## src/rtl/usb_uart_client_fifo.sv

```systemverilog
// CPU-side client of the USB UART byte interface, with TX and RX FIFOs so CPU port accesses never stall.
// Optional build macro USB_UART_CLIENT_ERRCNT_EN adds saturating tx_drop_cnt / rx_under_cnt outputs.
module usb_uart_client_fifo #(
   parameter int TX_AW = 4,
   parameter int RX_AW = 4
) (
   input  logic           clk,
   input  logic           reset,
   input  logic           tx_wr,
   input  logic [7:0]     tx_data,
   output logic           tx_full,
   output logic [TX_AW:0] tx_level,
   input  logic           rx_rd,
   output logic [7:0]     rx_data,
   output logic           rx_empty,
   output logic [RX_AW:0] rx_level,
   output logic           uart_wr,
   output logic [7:0]     uart_tx_data,
   input  logic           uart_busy,
   output logic           uart_rd,
   input  logic [7:0]     uart_rx_data,
   input  logic           uart_valid
`ifdef USB_UART_CLIENT_ERRCNT_EN
   ,
   output logic [7:0]     tx_drop_cnt,
   output logic [7:0]     rx_under_cnt
`endif
);

   localparam logic [TX_AW:0]   TX_DEPTH    = {1'b1, {TX_AW{1'b0}}};
   localparam logic [TX_AW:0]   TX_LVL_ZERO = {(TX_AW+1){1'b0}};
   localparam logic [TX_AW-1:0] TX_PTR_ONE  = {{(TX_AW-1){1'b0}}, 1'b1};
   localparam logic [RX_AW:0]   RX_DEPTH    = {1'b1, {RX_AW{1'b0}}};
   localparam logic [RX_AW:0]   RX_LVL_ZERO = {(RX_AW+1){1'b0}};
   localparam logic [RX_AW-1:0] RX_PTR_ONE  = {{(RX_AW-1){1'b0}}, 1'b1};

   typedef enum logic [1:0] {
      TX_IDLE  = 2'd0,
      TX_ISSUE = 2'd1,
      TX_GUARD = 2'd2
   } tx_state_e;

   typedef enum logic {
      RX_IDLE  = 1'b0,
      RX_GUARD = 1'b1
   } rx_state_e;

   logic [7:0]       tx_mem_q [0:(1<<TX_AW)-1];
   logic [7:0]       rx_mem_q [0:(1<<RX_AW)-1];
   logic [TX_AW-1:0] tx_wp_q, tx_wp_d, tx_rp_q, tx_rp_d;
   logic [TX_AW:0]   tx_lvl_q, tx_lvl_d;
   logic [RX_AW-1:0] rx_wp_q, rx_wp_d, rx_rp_q, rx_rp_d;
   logic [RX_AW:0]   rx_lvl_q, rx_lvl_d;
   tx_state_e        tx_state_q;
   rx_state_e        rx_state_q;
   logic             tx_wr_q;
   logic [7:0]       tx_byte_q;
   logic             rst_hold_q;
   logic             tx_full_s, tx_push_s, tx_pop_s;
   logic             rx_full_s, rx_empty_s, rx_push_s, rx_pop_s, uart_rd_s;

   // FIFO flags, push/pop qualification and next pointer/level values
   always_comb begin
      tx_full_s  = (tx_lvl_q == TX_DEPTH);
      tx_push_s  = tx_wr & ~tx_full_s;
      tx_pop_s   = (tx_state_q == TX_IDLE) & (tx_lvl_q != TX_LVL_ZERO) & ~uart_busy;
      rx_full_s  = (rx_lvl_q == RX_DEPTH);
      rx_empty_s = (rx_lvl_q == RX_LVL_ZERO);
      // No read strobe during reset or the cycle after, so the UART never hands over a byte we discard.
      uart_rd_s  = ~reset & ~rst_hold_q & (rx_state_q == RX_IDLE) & uart_valid & ~rx_full_s;
      rx_push_s  = uart_rd_s;
      rx_pop_s   = rx_rd & ~rx_empty_s;

      if (tx_push_s) tx_wp_d = tx_wp_q + TX_PTR_ONE;
      else           tx_wp_d = tx_wp_q;
      if (tx_pop_s)  tx_rp_d = tx_rp_q + TX_PTR_ONE;
      else           tx_rp_d = tx_rp_q;
      tx_lvl_d = tx_lvl_q + {{TX_AW{1'b0}}, tx_push_s} - {{TX_AW{1'b0}}, tx_pop_s};

      if (rx_push_s) rx_wp_d = rx_wp_q + RX_PTR_ONE;
      else           rx_wp_d = rx_wp_q;
      if (rx_pop_s)  rx_rp_d = rx_rp_q + RX_PTR_ONE;
      else           rx_rp_d = rx_rp_q;
      rx_lvl_d = rx_lvl_q + {{RX_AW{1'b0}}, rx_push_s} - {{RX_AW{1'b0}}, rx_pop_s};
   end

   // FIFO storage writes
   always_ff @(posedge clk) begin
      if (tx_push_s) tx_mem_q[tx_wp_q] <= tx_data;
      if (rx_push_s) rx_mem_q[rx_wp_q] <= uart_rx_data;
   end

   // FIFO pointers, levels and the reset-follow flag
   always_ff @(posedge clk) begin
      rst_hold_q <= reset;
      if (reset) begin
         tx_wp_q  <= {TX_AW{1'b0}};
         tx_rp_q  <= {TX_AW{1'b0}};
         tx_lvl_q <= TX_LVL_ZERO;
         rx_wp_q  <= {RX_AW{1'b0}};
         rx_rp_q  <= {RX_AW{1'b0}};
         rx_lvl_q <= RX_LVL_ZERO;
      end else begin
         tx_wp_q  <= tx_wp_d;
         tx_rp_q  <= tx_rp_d;
         tx_lvl_q <= tx_lvl_d;
         rx_wp_q  <= rx_wp_d;
         rx_rp_q  <= rx_rp_d;
         rx_lvl_q <= rx_lvl_d;
      end
   end

   // TX engine: IDLE pops the head into uart_tx_data, ISSUE strobes, GUARD lets uart_busy rise
   always_ff @(posedge clk) begin
      if (reset) begin
         tx_state_q <= TX_IDLE;
         tx_wr_q    <= 1'b0;
         tx_byte_q  <= 8'h00;
      end else begin
         case (tx_state_q)
            TX_IDLE: begin
               if (tx_pop_s) begin
                  tx_byte_q  <= tx_mem_q[tx_rp_q];
                  tx_wr_q    <= 1'b1;
                  tx_state_q <= TX_ISSUE;
               end else begin
                  tx_wr_q    <= 1'b0;
                  tx_state_q <= TX_IDLE;
               end
            end
            TX_ISSUE: begin
               tx_wr_q    <= 1'b0;
               tx_state_q <= TX_GUARD;
            end
            TX_GUARD: begin
               tx_wr_q    <= 1'b0;
               tx_state_q <= TX_IDLE;
            end
            default: begin
               tx_wr_q    <= 1'b0;
               tx_state_q <= TX_IDLE;
            end
         endcase
      end
   end

   // RX engine: a read in IDLE is followed by one GUARD cycle so uart_valid can drop
   always_ff @(posedge clk) begin
      if (reset) begin
         rx_state_q <= RX_IDLE;
      end else begin
         case (rx_state_q)
            RX_IDLE: begin
               if (uart_rd_s) rx_state_q <= RX_GUARD;
               else           rx_state_q <= RX_IDLE;
            end
            RX_GUARD: rx_state_q <= RX_IDLE;
            default:  rx_state_q <= RX_IDLE;
         endcase
      end
   end

   // Output mapping; rx_data reads as zero while the RX FIFO is empty
   always_comb begin
      tx_full      = tx_full_s;
      tx_level     = tx_lvl_q;
      rx_empty     = rx_empty_s;
      rx_level     = rx_lvl_q;
      uart_wr      = tx_wr_q & ~reset;
      uart_tx_data = tx_byte_q;
      uart_rd      = uart_rd_s;
      if (rx_empty_s) rx_data = 8'h00;
      else            rx_data = rx_mem_q[rx_rp_q];
   end

`ifdef USB_UART_CLIENT_ERRCNT_EN
   logic [7:0] tx_drop_q, rx_under_q;

   // Saturating error counters, cleared only by reset
   always_ff @(posedge clk) begin
      if (reset) begin
         tx_drop_q  <= 8'h00;
         rx_under_q <= 8'h00;
      end else begin
         if (tx_wr & tx_full_s & (tx_drop_q != 8'hFF)) tx_drop_q <= tx_drop_q + 8'h01;
         if (rx_rd & rx_empty_s & (rx_under_q != 8'hFF)) rx_under_q <= rx_under_q + 8'h01;
      end
   end

   assign tx_drop_cnt  = tx_drop_q;
   assign rx_under_cnt = rx_under_q;
`endif

endmodule

```

## config.mk

```make
export PLATFORM = sky130hd
export DESIGN_NAME = usb_uart_client_fifo
export DESIGN_NICKNAME = d
export VERILOG_FILES = /design/src/rtl/usb_uart_client_fifo.sv
export SDC_FILE = /design/constraint.sdc
export NUM_CORES = 1
export LEC_CHECK = 0
export BUFFER_PORTS_ARGS = -buffer_cell sky130_fd_sc_hd__buf_2
export CAP_MARGIN = 30
export CORE_MARGIN = 10
export CORE_UTILIZATION = 44
export CTS_BUF_LIST = sky130_fd_sc_hd__clkbuf_4 sky130_fd_sc_hd__clkbuf_8
export CTS_CLUSTER_DIAMETER = 200
export DETAILED_ROUTE_END_ITERATION = 16
export HOLD_SLACK_MARGIN = 0.08
export PLACE_DENSITY = 0.71
export SETUP_SLACK_MARGIN = 0.02
export SLEW_MARGIN = 0
export SYNTH_ARGS = -nofsm -noshare
export SYNTH_HDL_FRONTEND = slang
export SYNTH_SLANG_ARGS = --single-unit
```

## constraint.sdc

```tcl
create_clock -name clk -period 5.6 [get_ports clk]
set_clock_uncertainty 0.2 [all_clocks]
set_input_delay 0.56 -clock clk [delete_from_list [all_inputs] [get_ports clk]]
set_output_delay 0.56 -clock clk [all_outputs]
set_load 0.01 [all_outputs]
```

Word-level counts from Yosys, hierarchy flattened
Memory sizes are Yosys's and may differ from the RTL's. A register that Yosys moved wholly into a read port is not among the register bits.
Cells that the tools add are included.
- add/subtract/negate cells: 8
- equal/unequal tests: 3
- muxes and demuxes: 11
- bitwise operators: 17
- reductions and logical operators: 5
- operators with widths (operator ; number):
    $add A4 B1 Y4 const B ; 4
    $add A5 B1 Y5 ; 2
    $eq A5 B5 Y1 const B ; 2
    $sub A5 B1 Y5 ; 2
    $and A1 B1 Y1 ; 9
    $mux W4 ; 2
    $mux W8 ; 1
    $not A1 Y1 ; 8
    $mux W1 ; 6
    $logic_not A5 Y1 ; 1
    $reduce_bool A5 Y1 ; 1
    $pmux W2 S2 ; 1
    $eq A2 B1 Y1 const B ; 1
    $logic_not A2 Y1 ; 1
    $pmux W1 S2 ; 1
    $reduce_and A2 Y1 ; 1
    $reduce_or A2 Y1 ; 1
- register bits: 31
- memory bits (writable): 256
- bits of input ports: 22
- output and inout port bits: 30
- word-level logic and storage cells: 56
- memories: 2
- memories (name ; depth ; width ; rd ports ; clocked after memory_dff ; write ports ; RTL line ; source):
    rx_mem_q ; 16 ; 8 ; 1 ; 1 ; 1 ; 49 ; logic [7:0] rx_mem_q [0:(1<<RX_AW)-1];
    tx_mem_q ; 16 ; 8 ; 1 ; 1 ; 1 ; 48 ; logic [7:0] tx_mem_q [0:(1<<TX_AW)-1];

Logic depth before layout (Yosys ltp)
- depth in word-level cells: 7
- gate-level depth with buffers: 15
- mapped depth without buffers: 13

Worst setup path after synthesis
No wires, ideal clock.
- path type: reg-to-reg
- start point: register tx_lvl_q[3], in the netlist tx_level[3]
- end point: register tx_lvl_q[4], in the netlist tx_level[4]
- library setup time: 0.071 ns
- arrival time: 2.933 ns
- required time: 5.329 ns
- slack: 2.397 ns
- cell stages (with the launch flop): 16
- buffers on the path: 2
- clock period less this slack: 3.203 ns
- cells stage by stage: dfxtp_1 > inv_1 > ha_1 > or4b_1 > buf_6 > nand2_4 > buf_4 > inv_1 > ha_1 > inv_1 > ha_1 > fa_1 > a21oi_1 > nor2_1 > or3_1 > a21oi_1
- elaborated cells between the ends (all ways): 8
- those cells by class: add/sub: 2; eq/ne: 1; bitwise: 4; reduce/logical: 1
- RTL lines (item ; RTL line ; source):
    start: declaration ; 51 ; logic [TX_AW:0] tx_lvl_q, tx_lvl_d;
    start signal: assignment ; 106 ; tx_lvl_q <= tx_lvl_d;
    $reduce_bool A5 Y1 ; 66 ; tx_pop_s = (tx_state_q == TX_IDLE) & (tx_lvl_q != TX_LVL_ZERO) & ~uart_busy;
    $and A1 B1 Y1 (2 in series) ; 66 ;
    net tx_pop_s ; 59 ; logic tx_full_s, tx_push_s, tx_pop_s;
    $sub A5 B1 Y5 ; 78 ; tx_lvl_d = tx_lvl_q + {{TX_AW{1'b0}}, tx_push_s} - {{TX_AW{1'b0}}, tx_pop_s};
The timed path passes the listed nets, and every way through them passes these cells.
A chain may end at the register's enable or synchronous reset.

Worst setup path after layout
Same ends and word-level chain as after synthesis.

==> out/metrics.cfg <==
[worst_setup_path]
cp.arrival_ps=3680
critPathMaxFanout=14
r2r_slack_ps=2190
crit_path_end_kind=register
worstSetupStartpointType=register
required_ps=5870
path_class=reg -> reg

[sta]
setup_viol=0
fin_crit_ps=3410
fin_setup_tns_ps=0
rsz0062_at_grt=false
worst_slew_pin_slew_ps=948
fmaxAchievable_ghz=0.293
timing.final.crit_share_pct=60.9
slew_headroom_pct=36.6
finalMaxSlewViolations=0
hold_violations=0

[layout]
fin_util_pct=50.2
area_delta_synth_final_pct=12.0
multi_input_area_um2=3210
num-nets-final=763
stdcell_area_um2=13600
antenna-diode-count=0
drive_above_1_share_pct=26.9
n_fill_cell=2169
ff_latch_area_um2=8550

[clocking]
cts_htree_levels=2
ctsHoldBuffers=0
cts_buffer_depth=3
clk_pin_slew_ps=60
cts_root_buf=clkbuf_8
cts_buffers=47
post_cts_buffers=0
clkSinkCount=299
cts_tree=done
clock_latency_ps=570
cts_resized=0

[drt]
drc=0
postRouteAntennaNets=0
via_count=5947
finalWirelength_um=23500
firstDrtPassIters=5
wl_per_cell_um=21.5
vias_per_cell=5.43
drt-initial-drc-count=431

[logic_synthesis]
synth_xor_area_share_pct=1.23
synth_top_family_by_area=multiplexers
syn-cell-area_um2=12100
yosysSeqAreaShare_pct=70.6
syn_nets=686
synth_simple_gate_area_share_pct=5.35
synth-seq-cells=299
syn_area_per_cell_um2=18.9
syn_inst=641
synth_cell_type_count=44
synth_compound_area_share_pct=2.00
muxShareOfSynthArea_pct=15.4
yosysWarnings=0
synthAdderAreaFrac_pct=2.50

[grt]
grt_pass1_vias=6379
grt_pass1_wl_um=36300
grt-ovfl-total=0
gr-usage-all-layers_pct=13.8
antenna_found_initial=1
grt_max_degree=47

[power]
irDropWorstVdd_v=0.000246
leakagePower_nw=4.56
powerDensity_nw_per_um2=413

[status]
status=finished, final reports clean

[place]
postPlaceCellArea_um2=12600
numPortBuffers=51
place.gp.congestion=0.787
dp_hpwl_um=15500

[floorplan]
initial_core_util_pct=44.8
die_h_um=186
die_w_um=186
io_pins=52
rows=60
core_um2=27000
dieArea_um2=34600

[flow_run]
maxCapViolations=0

[worst_hold_path]
hold_path.class=in -> reg

-- metal layers --
| layer | vias up | global-route usage (%) | wire [um] |
|---|---|---|---|
| met1 | 3011 | 16.2 | 9390 |
| met3 | 47 | 3.18 | 1460 |
| met2 | 194 | 24.2 | 12100 |
| li1 | 2693 | - | - |
| met4 | 2 | 5.10 | 516 |
| met5 | - | 0 | 9 |
-- Yosys cell counts, drive strengths merged --
| cell type | count | share of area (%) |
|---|---|---|
| o22ai | 8 | 0.41 |
| edfxtp | 256 | 63 |
| dfxtp | 43 | 7.1 |
| mux2i | 33 | 2.7 |
| a21o | 2 | 0.12 |
| nor2 | 47 | 1.5 |
| nand2b | 5 | 0.26 |
| nor3b | 2 | 0.12 |
| xnor2 | 5 | 0.36 |
| ha | 21 | 2.2 |
| clkbuf | 14 | 0.69 |
| and2 | 3 | 0.15 |
| nand2 | 17 | 0.59 |
| or3 | 2 | 0.14 |
| nor2b | 6 | 0.31 |
| o21bai | 1 | 0.062 |
| nand3b | 8 | 0.50 |
| or4b | 2 | 0.17 |
| nand4b | 1 | 0.12 |
| and3 | 4 | 0.21 |
| xor2 | 12 | 0.87 |
| a21oi | 9 | 0.37 |
| fa | 2 | 0.33 |
| nor4b | 1 | 0.12 |
| o221ai | 8 | 0.99 |
| mux4 | 64 | 13 |
| inv | 19 | 0.59 |
| o21ai | 1 | 0.041 |
| nand3 | 11 | 0.45 |
| buf | 21 | 1.7 |
| nor3 | 10 | 0.51 |
| nand4bb | 2 | 0.19 |
| or2 | 1 | 0.052 |
-- sequential cells by signal, indices dropped and copies added, names as in the netlist, named ones only --
name / count
rx_rp_q: 4
tx_wr_q: 1
rx_wp_q: 4
rst_hold_q: 1
uart_tx_data: 8
tx_level: 5
rx_mem_q: 128
tx_mem_q: 128
tx_state_q: 2
tx_rp_q: 4
rx_level: 5
rx_state_q: 1
tx_wp_q: 4
-- worst max-delay path, stage by stage (launching register included) --
cell,delay [ps]
dfxtp_1,330
inv_1,90
ha_1,170
or4b_1,600
nand2_4,230
inv_1,70
ha_1,270
inv_1,40
ha_1,210
fa_1,440
a21oi_1,150
nor2_1,60
or3_1,350
a21oi_1,140
-- kinds of logic after synthesis --
logic type / Yosys count
AOI/OAI and AO/OA: 29
DFF: 299
and+or+nand+nor: 122
xor gates and xnor gates: 17
buffers and inverters: 54
muxes: 97
adders and majority gates: 23
-- final timing paths --
path                               startpoint            end  depth (start not counted)
worst min register to register  tx_state_q[1]  tx_state_q[1]                          1
worst min-delay path                uart_busy     tx_rp_q[1]                          4
worst max register to register    tx_level[3]    tx_level[4]                         13
worst max-delay path              tx_level[3]    tx_level[4]                         13
-- final cells by class --
class	count	area share, %
flip-flops and latches	299	63.1
multi-input cells	288	23.7
clock buffers	74	6.40
well taps	341	3.15
repair buffers	63	2.64
clock inverters	12	0.526
inverters	19	0.526
-- layout by cell type, fill, tap and decap left out, drive strengths merged, types with 17 or more instances in the layout --
| master | n |
|---|---|
| edfxtp | 256 |
| clkbuf | 75 |
| mux4 | 64 |
| buf | 62 |
| nor2 | 47 |
| dfxtp | 43 |
| mux2i | 33 |
| ha | 21 |
| inv | 20 |
| nand2 | 17 |
-- power by group --
| group | total [W] | switching (W) | internal [W] |
|---|---|---|---|
| logic | 0.00118 | 0.000630 | 0.000546 |
| registers | 0.00262 | 0.0000959 | 0.00253 |
| clock network | 0.00180 | 0.000812 | 0.000989 |
-- through the flow --
stage	instances	hold WS, ps	total power, W	worst slack, ps
2_1_floorplan	641	260	0.00355	2400
3_3_place_gp	1003	268	0.00379	2260
3_5_place_dp	1005	278	0.00386	2090
4_1_cts	1091	121	0.00566	2200
5_1_grt	1096	133	0.00588	1980
6_report	1096	143	0.00560	2190
No activity file was read; power rests on OpenSTA's default activity.
